`config.mk`:
```
export PLATFORM = sky130hd
export DESIGN_NAME = ber_fault_inject
export DESIGN_NICKNAME = d
export VERILOG_FILES = /design/src/rtl/ber_pkg.sv /design/src/rtl/ber_popcount.sv /design/src/rtl/ber_fault_inject.sv
export SDC_FILE = /design/constraint.sdc
export NUM_CORES = 1
export LEC_CHECK = 0
export CAP_MARGIN = 20
export CELL_PAD_IN_SITES_DETAIL_PLACEMENT = 2
export CELL_PAD_IN_SITES_GLOBAL_PLACEMENT = 2
export CORE_MARGIN = 5
export CORE_UTILIZATION = 28
export CTS_CLUSTER_SIZE = 8
export DETAILED_ROUTE_END_ITERATION = 12
export PLACE_DENSITY_LB_ADDON = 0.1
export SLEW_MARGIN = 20
export SYNTH_ARGS = -nofsm -noshare
export SYNTH_HDL_FRONTEND = slang
export SYNTH_SLANG_ARGS = --single-unit
```
`constraint.sdc`:
```
create_clock -name clk_i -period 3.35 [get_ports clk_i]
set_input_delay 0.67 -clock clk_i [delete_from_list [all_inputs] [get_ports clk_i]]
set_output_delay 0.67 -clock clk_i [all_outputs]
set_load 0.005 [all_outputs]
```
`src/rtl/ber_pkg.sv`:
```
// Shared definitions for the BER fault-injection path and its mask generator.
package ber_pkg;

    localparam int unsigned BerWidth = 64;

    typedef enum logic [1:0] {
        FLIP   = 2'd0,
        STUCK0 = 2'd1,
        STUCK1 = 2'd2,
        RSVD   = 2'd3
    } fault_mode_e;

endpackage

```
`src/rtl/ber_popcount.sv`:
```
// Combinational population count built as a pairwise adder tree.
module ber_popcount
    import ber_pkg::*;
#(
    parameter int unsigned DataWidth = BerWidth,
    parameter int unsigned OutWidth  = $clog2(DataWidth) + 1
) (
    input  logic [DataWidth-1:0] i_data,
    output logic [OutWidth-1:0]  o_count
);

    localparam int unsigned IdxWidth = (DataWidth > 1) ? $clog2(DataWidth) : 1;

    logic [OutWidth-1:0] w_node [DataWidth];

    // Each level folds node i+span into node i; node 0 ends up holding the total.
    always_comb begin
        for (int i = 0; i < int'(DataWidth); i++) begin
            w_node[IdxWidth'(i)] = OutWidth'(i_data[IdxWidth'(i)]);
        end
        for (int span = 1; span < int'(DataWidth); span = span * 2) begin
            for (int i = 0; i + span < int'(DataWidth); i = i + 2 * span) begin
                w_node[IdxWidth'(i)] = w_node[IdxWidth'(i)] + w_node[IdxWidth'(i + span)];
            end
        end
        o_count = w_node[0];
    end

endmodule

```
`src/rtl/ber_fault_inject.sv`:
```
// Applies a generator mask to each accepted read beat (flip / stuck-at),
// registers the result behind valid/ready, and keeps saturating statistics.
module ber_fault_inject
    import ber_pkg::*;
#(
    parameter int unsigned DataWidth = BerWidth,
    parameter int unsigned CntWidth  = 32
) (
    input  logic                 clk_i,
    input  logic                 rst_ni,
    input  logic                 cfg_en_i,
    input  logic [1:0]           cfg_mode_i,
    input  logic                 cnt_clr_i,
    input  logic                 in_valid_i,
    output logic                 in_ready_o,
    input  logic [DataWidth-1:0] in_data_i,
    output logic                 mask_en_o,
    input  logic [DataWidth-1:0] mask_i,
    output logic                 out_valid_o,
    input  logic                 out_ready_i,
    output logic [DataWidth-1:0] out_data_o,
    output logic                 out_faulty_o,
    output logic [CntWidth-1:0]  flip_cnt_o,
    output logic [CntWidth-1:0]  beat_cnt_o
);

    localparam int unsigned PopWidth = $clog2(DataWidth) + 1;
    localparam int unsigned SumWidth = CntWidth + 1;

    logic                 r_out_valid;
    logic [DataWidth-1:0] r_out_data;
    logic                 r_out_faulty;
    logic [CntWidth-1:0]  r_flip_cnt;
    logic [CntWidth-1:0]  r_beat_cnt;

    logic                 w_accept;
    logic                 w_inject;
    fault_mode_e          w_mode;
    logic [DataWidth-1:0] w_corrupt;
    logic [DataWidth-1:0] w_diff;
    logic [PopWidth-1:0]  w_pop;
    logic [SumWidth-1:0]  w_flip_sum;
    logic [SumWidth-1:0]  w_beat_sum;

    assign in_ready_o = !r_out_valid | out_ready_i;
    assign w_accept   = in_valid_i & in_ready_o;
    assign w_inject   = w_accept & cfg_en_i;
    // Gated by reset so the generator never advances while it is held in reset.
    assign mask_en_o  = w_inject & rst_ni;
    assign w_mode     = fault_mode_e'(cfg_mode_i);

    always_comb begin
        w_corrupt = in_data_i;
        if (cfg_en_i) begin
            case (w_mode)
                STUCK0:  w_corrupt = in_data_i & ~mask_i;
                STUCK1:  w_corrupt = in_data_i | mask_i;
                default: w_corrupt = in_data_i ^ mask_i;
            endcase
        end
    end

    assign w_diff = w_corrupt ^ in_data_i;

    ber_popcount #(
        .DataWidth (DataWidth),
        .OutWidth  (PopWidth)
    ) u_popcount (
        .i_data  (w_diff),
        .o_count (w_pop)
    );

    // One extra carry bit detects overflow so the counters saturate.
    assign w_flip_sum = {1'b0, r_flip_cnt} + SumWidth'(w_pop);
    assign w_beat_sum = {1'b0, r_beat_cnt} + SumWidth'(1);

    always_ff @(posedge clk_i or negedge rst_ni) begin
        if (!rst_ni) begin
            r_out_valid  <= 1'b0;
            r_out_data   <= '0;
            r_out_faulty <= 1'b0;
        end else if (w_accept) begin
            r_out_valid  <= 1'b1;
            r_out_data   <= w_corrupt;
            r_out_faulty <= |w_diff;
        end else if (out_ready_i) begin
            r_out_valid  <= 1'b0;
        end
    end

    always_ff @(posedge clk_i or negedge rst_ni) begin
        if (!rst_ni) begin
            r_flip_cnt <= '0;
            r_beat_cnt <= '0;
        end else if (cnt_clr_i) begin
            r_flip_cnt <= '0;
            r_beat_cnt <= '0;
        end else if (w_inject) begin
            r_flip_cnt <= w_flip_sum[CntWidth] ? '1 : w_flip_sum[CntWidth-1:0];
            r_beat_cnt <= w_beat_sum[CntWidth] ? '1 : w_beat_sum[CntWidth-1:0];
        end
    end

    assign out_valid_o  = r_out_valid;
    assign out_data_o   = r_out_data;
    assign out_faulty_o = r_out_faulty;
    assign flip_cnt_o   = r_flip_cnt;
    assign beat_cnt_o   = r_beat_cnt;

endmodule
```
# Yosys cells after proc, flatten, opt, wreduce, memory -nomap -nowiden
# Index checks and enable logic that the tools add are counted.
# totals
word_cells	29
register_bits	130
out_inout_bits	132
in_bits	136
# op_classes
n_addsub	1
n_mux	8
eq_ne	2
n_reduce_logical	4
bitwise	9
# op_table
op	n
2-to-1 mux 32 bit	4
case mux 64 bit (2 select lines)	1
bitwise XOR 64 bit	2
AND 64 bit	1
2-to-1 mux 64 bit	1
inverter 64 bit	1
OR 64 bit	1
OR reduction 64 bit	1
adder 32 x 1 -> 33 bit (second input constant)	1
nonzero test 2 bit	2
AND 1 bit	3
== test 2 x 1 -> 1 bit (second input constant)	1
== test 2 bit (second input constant)	1
2-to-1 mux 1 bit	2
zero test 1 bit	1
OR 1 bit	1

# Logic depth before layout (Yosys ltp)
# logic_depth
depth_word	6
depth_mapped	14
ltp_nobuf	10

# Hierarchy
# A second synthesis with hierarchy kept.
# hier_totals
hier_cells	1468
hier_area_um2	11861.4
# by_module_without_submodules
mod	instances	area_per_inst_um2	seq_area_each_um2	cells_each
ber_fault_inject	1	11805.1	3253.1	1460
ber_popcount	1	56.3	0.0	8

# Worst setup path after synthesis
# No wires, ideal clock.
# synth_path
path_kind	input -> register
from	input port cfg_mode_i[0]
to	register r_out_faulty (netlist: out_faulty_o)
slack_ps	156
stages	11
n_path_buf	2
arrival_time_ps	3067
t_required_ps	3223
setup_time_ps	127
cell_sequence	inv_1 > ha_1 > buf_2 > buf_4 > a221oi_1 > nor3_1 > a2111o_1 > a2111o_1 > or4_1 > o31ai_1 > a21oi_1
# synth_between
elab_chain_cells	5
elab_cells_between_ends	6
cone_classes	eq/ne (2); mux (2); bitwise (1); reduce/logical (1)
# synth_lines
item	line	source
from (decl)	ber_fault_inject.sv:12	input logic [1:0] cfg_mode_i,
== test 2 bit or == test 2 x 1 -> 1 bit (tied branches)	ber_fault_inject.sv:55	case (w_mode)
case mux 64 bit (2 select lines) (*)	ber_fault_inject.sv:55	
2-to-1 mux 64 bit (*)	ber_fault_inject.sv:54	if (cfg_en_i) begin
bitwise XOR 64 bit (*)	ber_fault_inject.sv:63	assign w_diff = w_corrupt ^ in_data_i;
OR reduction 64 bit (*)	ber_fault_inject.sv:85	r_out_faulty <= |w_diff;
to (signal assigned)	ber_fault_inject.sv:85	
to (decl)	ber_fault_inject.sv:32	logic r_out_faulty;
# Mark *: on every way between the ends. The rest lies on a longest branch, timed or not.
# A chain may end at the register's enable or synchronous reset.

# Worst setup path in the final report
# Same ends and word-level chain as after synthesis.

==> out/metrics.csv <==
metric,value,unit
largest net degree at the start of global routing,74,
peak supply drop,0.000230,V
final hold violations,0,
most frequent cells in the layout,"284 x buf_4, 230 x clkdlybuf4s50_1, 160 x inv_1",
gr usage total,25.6,%
drt drc,0,
Clock Sinks,98,
HPWL Detailed,40.8,mm
max-slew violations,0,
"Worst Setup Slack, final",0.0418,ns
reg2reg end,beat_cnt_o[6],
critical path startpoint,cfg_mode_i[0],
Initial DRT Pass Iterations,5,
Seq cells post-synth,98,
"Seq/Total Area, Yosys",25.3,%
area grow syn2layout,56.4,%
# IOs,268,
area of the die,0.0385,sq mm
core box area,0.0344,sq mm
CTS tree,done,
CTS Buf Count,9,
DR WL/cell,23.5,um
mux cell area share after synthesis,5.20,%
initial antenna violation count,2,
CP Max Fanout,9,
die width,196,um
worst skew pair latency,0.38,ns
WS Path Type,in -> reg,
Tcrit/Tclk final,98.8,%
Synth Area in Simple Gates,14.4,%
final cell count without fillers,2142,
adder-cell area share of the yosys netlist,16.9,%
Synth cell types,63,
fin nets,1947,
fin crit period,3.31,ns
via/cell ratio,5.19,
via count of the first global-routing pass,12375,
Power per Cell Area,314,mW/mm^2
r2r setup slk,0.47,ns
proportion of layout cells with a drive suffix above 1,22.2,%
Critical Path Sink,out_faulty_o,
fmax,302,MHz
setup violators final,0,
PortBufs,235,
clk root buf,clkbuf_16,
row cnt,68,
GPL Wtd Cong,0.889,
Setup Skew,0.00794,ns
Filler cells,3874,
leak pwr,7.19,nW
cell count after synthesis,1206,
CP required,3.62,ns
Initial DRC Count,483,
Post-synth top flop,dfrtp_1,
placed insts,2115,
largest family of logic cells by synthesized area,compound AO/OA/AOI/OAI gates,
syn_area_per_cell,8.05,sq um
Hold/Removal Path Class,in -> async,
"EDFF count, synth",0,
die height,196,um
synthesized area,0.00970,sq mm
Compound-Gate Fraction of Synth Area,26.0,%
reg-to-reg critical path startpoint,beat_cnt_o[8],
YS warnings,0,
Place WS,-0.667,ns
"commonest non-fill, non-tap cell in the layout",buf_4,
WL final,50.4,mm
first-pass GRT wire length,75.8,mm
XOR/XNOR share of the synthesized area,0.361,%
reg2reg path depth,7,
async set or reset register ratio after synthesis,100,%
DR vias,11111,
status,"complete, no violations",
Startpoint Class,input pin,
starting density of the core,28.2,%
global route overflow,0,
maxcap violations,0,
Routed Antenna Nets,0,
slew of the pin with the lowest slew margin,0.877,ns
CP arrival,3.58,ns
CTS max path bufs,2,
H-tree levels,3,
endpoint type of the worst setup path,register,
Slew HR,41.5,%
setup tns final,0,ns
"CTS clk-pin slew, worst paths",0.09,ns
[synth_stat cells (all sizes together), types with 12 or more instances]
| library cell | number | area [sq um] |
|---|---|---|
| nor2b | 12 | 75.1 |
| nor2 | 70 | 263 |
| o22ai | 27 | 169 |
| nand3 | 16 | 80.1 |
| clkbuf | 36 | 135 |
| nand2b | 17 | 106 |
| a211oi | 15 | 113 |
| o21a | 17 | 128 |
| a221oi | 39 | 348 |
| nor3 | 26 | 135 |
| and3 | 15 | 93.8 |
| inv | 162 | 608 |
| a2bb2oi | 21 | 184 |
| buf | 64 | 405 |
| nand2 | 106 | 398 |
| dfrtp | 98 | 2450 |
| o21ai | 85 | 425 |
| mux2i | 38 | 380 |
| ha | 131 | 1640 |
| a21oi | 52 | 260 |
| a311oi | 14 | 123 |
[stage by stage]
| stage | power [mW] | utilization (%) | instance area [sq um] | hold slack [ns] |
|---|---|---|---|---|
| 2_1_floorplan | 2.20 | - | 9820 | 0.374 |
| 3_3_place_gp | 3.42 | 42.0 | 14400 | 0.463 |
| 3_5_place_dp | 3.48 | 42.0 | 14400 | 0.474 |
| 4_1_cts | 4.79 | 43.8 | 15000 | 0.0937 |
| 5_1_grt | 5.03 | 44.1 | 15200 | 0.101 |
| 6_report | 4.77 | 44.2 | 15200 | 0.110 |
[layout make-up]
class	instances	area, sq um	share of cell area, %
diodes	2	5.00	0.0330
clock buffers	10	239	1.57
clock inverters	6	82.6	0.544
inverters	163	614	4.05
multi-input cells	876	6480	42.7
flip-flops and latches	98	2450	16.2
well taps	455	569	3.75
repair buffers	532	4740	31.2
[repair_timing]
action	in CTS	in global routing
buffers inserted	5	2
hold endpoints to repair	0	0
pin swaps	17	15
cloned	2	0
endpoints found under the setup margin	1	1
hold buffers	0	0
gates resized for setup	36	25
[per-layer routing]
metal / wire, um / global-route usage, % / vias to the layer above
met2: 24600 / 44.1 / 264
met5: 13 / 0 / -
met3: 1980 / 3.81 / 57
met4: 1260 / 7.11 / 2
li1: - / - / 5199
met1: 22500 / 33.3 / 5589
[power breakdown]
group	switching, mW	internal, mW	total, mW	leakage [nW]
Sequential	0.0838	1.32	1.40	1.25
Combinational	1.07	1.10	2.16	5.79
Clock	0.586	0.619	1.21	0.154
[flip-flops by register name, indices dropped and copies added, names as in the netlist]
name and cells:
out_data_o 64, beat_cnt_o 32, out_faulty_o 1, out_valid_o 1
[worst max-delay path, cell delays in order]
cell and delay [ns]:
dlygate4sd2_1 0.24, buf_4 0.14, ha_4 0.18, buf_12 0.15, buf_6 0.14, a221oi_4 0.26
nor3_2 0.12, a2111o_1 0.45, a2111o_1 0.40, or4_4 0.53, o31ai_2 0.19, a21oi_1 0.11
[kinds of logic after synthesis]
family	count (synthesis)
compound gates	361
simple gates	299
mux	49
other cells	1
buf+inv	263
fa+ha+maj	131
flops	98
xor+xnor	4
[worst min-delay path by stage]
stage | cells past startpoint | slack, ns | start | end
global route | 1 | 0.10 | rst_ni | out_data_o[4]
global placement | 2 | 0.46 | out_data_o[60] | out_data_o[60]
detailed placement | 2 | 0.47 | out_data_o[51] | out_data_o[51]
floorplan | 0 | 0.37 | rst_ni | beat_cnt_o[0]
CTS | 1 | 0.09 | rst_ni | out_data_o[4]
finish | 1 | 0.11 | rst_ni | out_data_o[4]
(Power assumes the default switching activity.)
